**config.mk**
```make
export PLATFORM = sky130hd
export DESIGN_NAME = mmio_user_io
export DESIGN_NICKNAME = d
export VERILOG_FILES = /design/src/rtl/mmio_user_io.sv
export SDC_FILE = /design/constraint.sdc
export NUM_CORES = 1
export LEC_CHECK = 0
export ABC_AREA = 1
export BUFFER_PORTS_ARGS = -buffer_cell sky130_fd_sc_hd__buf_4
export CORE_MARGIN = 8
export CORE_UTILIZATION = 50
export CTS_BUF_LIST = sky130_fd_sc_hd__clkbuf_4 sky130_fd_sc_hd__clkbuf_8 sky130_fd_sc_hd__clkbuf_16
export DETAILED_ROUTE_END_ITERATION = 7
export GPL_TIMING_DRIVEN = 0
export PLACE_DENSITY = 0.71
export SYNTH_ARGS = -nofsm -noshare
export SYNTH_HDL_FRONTEND = slang
export SYNTH_SLANG_ARGS = --single-unit
```
**constraint.sdc**
```tcl
create_clock -name clk -period 6.3 [get_ports clk]
set_clock_uncertainty 0.2 [all_clocks]
set_input_delay 0.315 -clock clk [delete_from_list [all_inputs] [get_ports clk]]
set_output_delay 0.315 -clock clk [all_outputs]
set_load 0.02 [all_outputs]
```
**src/rtl/mmio_user_io.sv**
```systemverilog
// Generic circular-buffer FIFO with combinational head (out_dat shows mem[rd_ptr]).
// Latency: an entry written at one edge can be read from the next cycle; nothing bypasses the buffer.
// Backpressure: in_rdy stays high when full if the same cycle pops; a push offered while in_rdy is low is lost.
module fifo #(
    parameter int WIDTH = 8,
    parameter int DEPTH = 8
) (
    input  logic             clk,
    input  logic             rst,
    input  logic             in_vld,
    input  logic [WIDTH-1:0] in_dat,
    output logic             in_rdy,
    output logic             out_vld,
    output logic [WIDTH-1:0] out_dat,
    input  logic             out_rdy
);
    localparam int AW = $clog2(DEPTH);
    localparam logic [AW:0] FULL_CNT = (AW+1)'(DEPTH);

    logic [WIDTH-1:0] mem [DEPTH];
    logic [AW-1:0]    rd_ptr;
    logic [AW-1:0]    wr_ptr;
    logic [AW:0]      count;
    logic             push;
    logic             pop;

    assign out_vld = (count != '0);
    assign out_dat = mem[rd_ptr];
    assign pop     = out_vld && out_rdy;
    assign in_rdy  = (count != FULL_CNT) || pop;
    assign push    = in_vld && in_rdy;

    always_ff @(posedge clk) begin
        if (push)
            mem[wr_ptr] <= in_dat;
    end

    // DEPTH is a power of two, so the pointers wrap by overflow.
    always_ff @(posedge clk) begin
        if (rst) begin
            rd_ptr <= '0;
            wr_ptr <= '0;
            count  <= '0;
        end else begin
            if (push)
                wr_ptr <= wr_ptr + AW'(1);
            if (pop)
                rd_ptr <= rd_ptr + AW'(1);
            case ({push, pop})
                2'b10:   count <= count + (AW+1)'(1);
                2'b01:   count <= count - (AW+1)'(1);
                default: count <= count;
            endcase
        end
    end
endmodule

// User IO slave for the 0x8000_00xx region: counters, button-event FIFO, switches, LEDs.
// Latency: load data is registered, valid the cycle after re; stores take effect at the sampling edge.
// Backpressure: none toward the CPU; button events arriving at a full FIFO with no pop are dropped.
module mmio_user_io #(
    parameter int FIFO_DEPTH = 8,
    parameter int N_BUTTONS  = 3,
    parameter int N_SWITCHES = 2,
    parameter int N_LEDS     = 6
) (
    input  logic                  clk,
    input  logic                  rst,
    input  logic [7:0]            addr,
    input  logic                  re,
    input  logic                  we,
    input  logic [31:0]           wdata,
    output logic [31:0]           rdata,
    input  logic                  inst_retire,
    input  logic [N_BUTTONS-1:0]  clean_buttons,
    input  logic [N_SWITCHES-1:0] switches,
    output logic [N_LEDS-1:0]     leds
);
    localparam logic [5:0] W_CYCLE = 6'h04;  // 0x10
    localparam logic [5:0] W_INST  = 6'h05;  // 0x14
    localparam logic [5:0] W_CRST  = 6'h06;  // 0x18
    localparam logic [5:0] W_EMPTY = 6'h08;  // 0x20
    localparam logic [5:0] W_POP   = 6'h09;  // 0x24
    localparam logic [5:0] W_SW    = 6'h0A;  // 0x28
    localparam logic [5:0] W_LEDW  = 6'h0C;  // 0x30
    localparam logic [5:0] W_LEDR  = 6'h0D;  // 0x34

    logic [5:0]           word;
    logic [31:0]          cycle_cnt;
    logic [31:0]          inst_cnt;
    logic [N_BUTTONS-1:0] btn_prev;
    logic [N_BUTTONS-1:0] rise;
    logic                 fifo_in_rdy;
    logic                 fifo_vld;
    logic [N_BUTTONS-1:0] fifo_head;
    logic                 pop_req;
    logic [31:0]          rd_mux;

    assign word    = 6'(addr >> 2);
    assign rise    = clean_buttons & ~btn_prev;
    assign pop_req = re && (word == W_POP);

    fifo #(
        .WIDTH (N_BUTTONS),
        .DEPTH (FIFO_DEPTH)
    ) u_btn_fifo (
        .clk     (clk),
        .rst     (rst),
        .in_vld  (|rise),
        .in_dat  (rise),
        .in_rdy  (fifo_in_rdy),
        .out_vld (fifo_vld),
        .out_dat (fifo_head),
        .out_rdy (pop_req)
    );

    always_comb begin
        rd_mux = '0;
        case (word)
            W_CYCLE: rd_mux = cycle_cnt;
            W_INST:  rd_mux = inst_cnt;
            W_EMPTY: rd_mux = 32'(!fifo_vld);
            W_POP:   rd_mux = fifo_vld ? 32'(fifo_head) : '0;
            W_SW:    rd_mux = 32'(switches);
            W_LEDR:  rd_mux = 32'(leds);
            default: rd_mux = '0;
        endcase
    end

    // Resetting btn_prev to all ones keeps a button held through reset from raising an event.
    always_ff @(posedge clk) begin
        if (rst) begin
            cycle_cnt <= '0;
            inst_cnt  <= '0;
            btn_prev  <= '1;
            leds      <= '0;
            rdata     <= '0;
        end else begin
            btn_prev <= clean_buttons;
            if (we && (word == W_CRST)) begin
                cycle_cnt <= '0;
                inst_cnt  <= '0;
            end else begin
                cycle_cnt <= cycle_cnt + 32'd1;
                inst_cnt  <= inst_cnt + 32'(inst_retire);
            end
            if (we && (word == W_LEDW))
                leds <= N_LEDS'(wdata);
            if (re)
                rdata <= rd_mux;
        end
    end

    logic unused_ok;
    assign unused_ok = fifo_in_rdy;
endmodule

```
==> impl_metrics.env, run 1 <==
export IMPL_grt_max_degree=17
export IMPL_final_setup_viol_count=0
export IMPL_ant_nets=0
export IMPL_crit_type="input port to register"
export IMPL_hp_start="inst_retire"
export IMPL_routedWlPerCell_um=14.86
export IMPL_io_pins=88
export IMPL_required_ns=6.42
export IMPL_yosys_area_top_type="dfxtp_1"
export IMPL_overflow=0
export IMPL_post_cts_resized=0
export IMPL_cts_tree="done"
export IMPL_cp_top_family="simple AND/OR/NAND/NOR gates"
export IMPL_final_max_slew_viol_count=0
export IMPL_clk_pin_slew_ns=0.06
export IMPL_synth_edf_count=24
export IMPL_synth_cells=916
export IMPL_cts_sinks=142
export IMPL_worst_pin_slew_ns=0.6892
export IMPL_cp_start_kind="input port"
export IMPL_grt_usage=0.2047
export IMPL_ys_flop_type="dfxtp_1"
export IMPL_syn_to_final_growth_pct=20.04
export IMPL_cp_cell_sequence="dlygate4sd3_1 > buf_4 > inv_1 > or2_2 > nand3_1 > or2_4 > inv_1 > ha_1 > a21oi_1 > nand2_1 > nand3_1 > nand2_1 > a21oi_1 > nor2_1"
export IMPL_tns_ns=0
export IMPL_maxSlewHeadroom=0.5405
export IMPL_yosysMostFrequentCell="nand2_1"
export IMPL_fillers=1215
export IMPL_yosys_warnings=0
export IMPL_drv_cap=0
export IMPL_p_per_area_mw_per_mm2=254.2
export IMPL_gp_congestion=0.8898
export IMPL_drtIter0Drc=418
export IMPL_clock_latency_ns=0.42
export IMPL_wl_mm=17.68
export IMPL_start_util=0.5134
export IMPL_cp_arrival_ns=2.71
export IMPL_critPathLaunch="clean_buttons[0]"
export IMPL_dr_pass1_iters=5
export IMPL_via_per_inst=5.167
export IMPL_grt_pass1_vias=5924
export IMPL_num_nets_final=1059
export IMPL_ys_ff_latch=142
export IMPL_yosysSeqAreaShare=0.4534
export IMPL_cts_buffer_depth=2
export IMPL_grt_antenna_before_repair=0
export IMPL_htreeDepth=4
export IMPL_vdd_drop_max_mv=0.2410
export IMPL_seqCellArea_mm2=0.003083
export IMPL_postLayoutSetupSlackWorst_ns=3.709
export IMPL_die_y_um=132.6
export IMPL_final_hold_viol_count=0
export IMPL_yosysUniqueCellTypes=42
export IMPL_post_place_ws_ns=3.738
export IMPL_syn_area_mm2=0.006799
export IMPL_num_vias=6149
export IMPL_fp_dieArea_mm2=0.01759
export IMPL_synth_area_top_cells="dfxtp_1, nand2_1, edfxtp_1"
export IMPL_dpl_hpwl_mm=13.64
export IMPL_synth_top_cell_area_share=0.3474
export IMPL_placedCellCount=1149
export IMPL_core_area_mm2=0.01324
export IMPL_p_leak_nw=2.979
export IMPL_n_antenna_cell=0
export IMPL_end_kind="register"
export IMPL_r2r_start="u_btn_fifo.count[3]"
export IMPL_crit_buf_inv=4
export IMPL_rows=42
export IMPL_final_cells=1190
export IMPL_cpPeakStageDelay_ns=0.54
export IMPL_max_freq_ghz=0.3860
export IMPL_synthArstFlopShare=0
export IMPL_die_w_um=132.6
export IMPL_synth_common_cells="nand2_1, nor2_1, dfxtp_1, inv_1, a21oi_1"
export IMPL_cts_buffers=17
export IMPL_io_buffers=57
export IMPL_drive_gt1_frac=0.1460
export IMPL_period_needed_ns=2.591
export IMPL_cts_root_buf="clkbuf_16"
export IMPL_period_share=0.4112
export IMPL_drc_errors=0
export IMPL_rsz0062_at_grt="no"
export IMPL_outcome="completed"
export IMPL_post_cts_buffers=0
export IMPL_cp_max_fo=4
export IMPL_syn_num_nets=974
export IMPL_critPathSlowestCell="dlygate4sd3_1"
export IMPL_multiInputGateArea_mm2=0.003214
export IMPL_grt_pass1_wl_mm=28.81
export IMPL_hold_path_class="input port to register"
export IMPL_avgSynthCellArea_um2=7.423
[worst paths after layout]
path	slack, ns	endpoint	cells after the start
min reg2reg	0.26	inst_cnt[31]	2
max	3.71	u_btn_fifo.count[3]	14
min	0.04	inst_cnt[0]	4
max reg2reg	3.97	u_btn_fifo.count[3]	12
[stage by stage]
stage            util  area (µm²)  hold slack (ns)  power (mW)
2_1_floorplan       -        6799           0.2067       1.015
3_3_place_gp   0.5624        7447           0.2473       1.046
3_5_place_dp   0.5624        7447           0.2541       1.046
4_1_cts        0.6163        8162          0.02984       2.088
5_1_grt        0.6163        8162          0.05769       2.140
6_report       0.6163        8162          0.04289       2.075
[where the power goes]
| group | switching [mW] | leakage, nW | internal (mW) |
|---|---|---|---|
| Sequential | 0.00750 | 1.18 | 0.933 |
| Clock | 0.376 | 0.302 | 0.667 |
| Combinational | 0.0587 | 1.50 | 0.0324 |
| Total | 0.443 | 2.98 | 1.63 |
[cells in the final DEF, fill, tap and decap left out, drive strengths merged]
cell,instances
xor2,15
nand2,218
nand3,42
inv,101
nor4,1
o211ai,1
bufinv,3
fa,1
dlygate4sd3,9
edfxtp,24
nor2,145
xnor2,3
nor3,33
and3,1
a31oi,1
o31ai,2
nand4,17
nor3b,6
clkinvlp,3
buf,72
o21ai,46
clkinv,5
o21a,2
a21oi,77
o22ai,21
dfxtp,118
clkbuf,31
ha,7
or2,9
[kinds of logic (layout without fill, tap and decap cells)]
group	Yosys count	count (layout)	synth area share
flip-flops	142	142	0.4534
XOR/XNOR	18	18	0.02319
AND/OR/NAND/NOR	472	472	0.3169
buffers and inverters	126	224	0.07379
AO/OA/AOI/OAI	150	150	0.1169
adder cells (fa/ha/maj)	8	8	0.01583
[tightest hold or removal path, stage by stage]
cell and delay [ns]:
buf_4 0.09, ha_1 0.12, inv_1 0.04, nor2_1 0.08
[final cells by class]
class                      count  area share
clock buffer                  22     0.05979
sequential                   142      0.3777
timing repair buffer          66     0.06347
multi-input combinational    648      0.3938
buffer                        24     0.01456
tap                          176     0.02698
clock inverter                10     0.01671
inverter                     102     0.04691
[metal layers]
metal,vias up,part of all wire,GRT usage
met5,-,0,0
met4,0,0.020,0.07697
met3,26,0.048,0.05261
met2,135,0.50,0.3532
met1,2823,0.43,0.2388
li1,3165,-,-
[sequential cells by signal (all words and copies together), names as in the netlist, named ones only]
signal / count
u_btn_fifo.mem: 24
cycle_cnt: 32
btn_prev: 3
leds: 6
inst_cnt: 32
u_btn_fifo.wr_ptr: 3
rdata: 32
u_btn_fifo.rd_ptr: 3
u_btn_fifo.count: 4
[what timing repair did]
action,CTS,global route
hold buffers,9,0
setup endpoints to repair,0,0
endpoints found under the hold margin,9,0
(Power assumes the default switching activity.)
==> run 2: changes to the inputs <==
--- a/config.mk
+++ b/config.mk
@@ -12,7 +12,7 @@
 export CTS_BUF_LIST = sky130_fd_sc_hd__clkbuf_4 sky130_fd_sc_hd__clkbuf_8 sky130_fd_sc_hd__clkbuf_16
 export DETAILED_ROUTE_END_ITERATION = 7
 export GPL_TIMING_DRIVEN = 0
-export PLACE_DENSITY = 0.71
+export PLACE_DENSITY = 0.73
 export SYNTH_ARGS = -nofsm -noshare
 export SYNTH_HDL_FRONTEND = slang
 export SYNTH_SLANG_ARGS = --single-unit
==> constraint.sdc (replaced) <==
create_clock -name clk -period 2.35 [get_ports clk]
set_clock_uncertainty 0.2 [all_clocks]
set_input_delay 0.1175 -clock clk [delete_from_list [all_inputs] [get_ports clk]]
set_output_delay 0.1175 -clock clk [all_outputs]
set_load 0.02 [all_outputs]
==> run 2 against run 1 <==
Net effect:
- clock-buffer cell count decreased by 5
- hold slack worse by 0.0028 ns
- cell count grew 0.67%
- first-iteration DRC count grew 62%
- wire length grew 0.71%
- flip-flop and latch count did not move
- largest power group unchanged
==> impl_metrics.env, run 2 (synthesis results as in run 1) <==
export IMPL_fp_dieArea_mm2=0.01759
export IMPL_p_leak_nw=3.000
export IMPL_rsz0062_at_grt="no"
export IMPL_die_w_um=132.6
export IMPL_cp_arrival_ns=2.39
export IMPL_p_sw_frac=0.2348
export IMPL_hold_depth=5
export IMPL_hold_path_class="input port to register"
export IMPL_num_nets_final=1067
export IMPL_pwr_share_seq=0.463
export IMPL_ant_nets=0
export IMPL_cts_sinks=142
export IMPL_post_cts_buffers=0
export IMPL_period_needed_ns=2.273
export IMPL_n_antenna_cell=0
export IMPL_num_vias=6258
export IMPL_power_frac_clock=0.489
export IMPL_via_per_inst=5.224
export IMPL_drv_cap=0
export IMPL_setup_reg_to_reg_worst_slack_ns=0.16
export IMPL_reg_largest_list="cycle_cnt x32, inst_cnt x32, rdata x32"
export IMPL_layout_commonest_cell="nand2_1"
export IMPL_io_pins=88
export IMPL_htreeDepth=4
export IMPL_final_util=0.6215
export IMPL_grt_antenna_before_repair=0
export IMPL_holdWs_ns=0.04010
export IMPL_tns_ns=0
export IMPL_r2r_start="u_btn_fifo.count[0]"
export IMPL_dr_pass1_iters=5
export IMPL_timing_rr_end="u_btn_fifo.count[3]"
export IMPL_max_freq_ghz=0.4399
export IMPL_core_area_mm2=0.01324
export IMPL_grt_max_degree=17
export IMPL_cts_tree="done"
export IMPL_gp_congestion=0.8956
export IMPL_rows=42
export IMPL_hp_start="addr[5]"
export IMPL_io_buffers=57
export IMPL_start_util=0.5134
export IMPL_die_y_um=132.6
export IMPL_clock_latency_ns=0.43
export IMPL_cts_root_buf="clkbuf_16"
export IMPL_switching_power_mw=1.279
export IMPL_final_hold_viol_count=0
export IMPL_rr_worst_depth=12
export IMPL_maxSlewHeadroom=0.5933
export IMPL_drtIter0Drc=678
export IMPL_final_max_slew_viol_count=0
export IMPL_required_ns=2.46
export IMPL_drive_gt1_frac=0.1507
export IMPL_cts_buffers=17
export IMPL_cts_buffer_depth=2
export IMPL_grt_usage=0.2042
export IMPL_cp_max_fo=10
export IMPL_grt_pass1_wl_mm=28.79
export IMPL_final_cell_mix="nand2_1, nor2_1, dfxtp_1"
export IMPL_vdd_drop_max_mv=0.5951
export IMPL_hold_path_end="leds[2]"
export IMPL_overflow=0
export IMPL_period_share=0.9673
export IMPL_p_per_area_mw_per_mm2=661.8
export IMPL_combPwrFrac=0.047
export IMPL_dpl_hpwl_mm=13.67
export IMPL_worst_pin_slew_ns=0.6081
export IMPL_cp_start_kind="input port"
export IMPL_syn_to_final_growth_pct=21.05
export IMPL_grt_pass1_vias=5909
export IMPL_routedWlPerCell_um=14.87
export IMPL_wl_mm=17.81
export IMPL_outcome="completed"
export IMPL_clk_pin_slew_ns=0.06
export IMPL_final_setup_viol_count=0
export IMPL_crit_type="input port to register"
export IMPL_p_int_mw=4.168
export IMPL_drc_errors=0
export IMPL_end_kind="register"
[run 2: worst max-delay path: stages]
cell and delay [ns]:
dlygate4sd3_1 0.92, inv_1 0.32, buf_2 0.27, o21ai_0 0.12, nor2_1 0.07, dlygate4sd3_1 0.56
[run 2: area by class of cell]
type | instances | area, µm²
fillers | 1224 | 5012
multi-input cells | 648 | 3224
flip-flops and latches | 142 | 3085
repair buffers | 75 | 608.1
clock buffers | 17 | 425.4
inverters | 102 | 385.4
well taps | 176 | 220.2
clock inverters | 15 | 163.9
plain buffers | 23 | 117.6
[run 2: worst max-delay path by stage]
stage	start	depth (start not counted)	to
final	rst	6	leds[4]
after global routing	re	14	u_btn_fifo.count[3]
after CTS	re	14	u_btn_fifo.count[3]
after detailed placement	re	13	u_btn_fifo.count[3]
after global placement	re	13	u_btn_fifo.count[3]
after floorplan	u_btn_fifo.count[2]	12	u_btn_fifo.count[3]
[run 2: per-stage QoR]
step	setup WS, ns	instance area [µm²]	cells	total power, mW
2_1_floorplan	0.2795	6799	916	2.720
3_3_place_gp	0.1243	7447	1149	2.805
3_5_place_dp	0.1148	7447	1149	2.808
4_1_cts	0.02802	8217	1199	5.477
5_1_grt	0.007091	8230	1198	5.618
6_report	0.07686	8230	1198	5.447
[run 2: power groups by stage]
stage,Clock (mW),Sequential [mW],Combinational [mW]
floorplan,0,2.57,0.150
detailed placement,0,2.58,0.232
global placement,0,2.57,0.230
finish,2.67,2.52,0.257
CTS,2.70,2.52,0.254
global route,2.81,2.53,0.287
[run 2: per-layer routing]
layer / GRT usage / up-vias / wire length, µm
li1: - / 3177 / -
met1: 0.2482 / 2903 / 7970
met2: 0.3329 / 147 / 8544
met3: 0.05110 / 31 / 858
met4: 0.09527 / 0 / 435
met5: 0 / - / 0
[run 2: what timing repair did]
item / CTS / global route
endpoints found under the hold margin: 18 / 0
endpoints found under the setup margin: 0 / 4
resized for setup: 0 / 10
hold buffers: 18 / 0
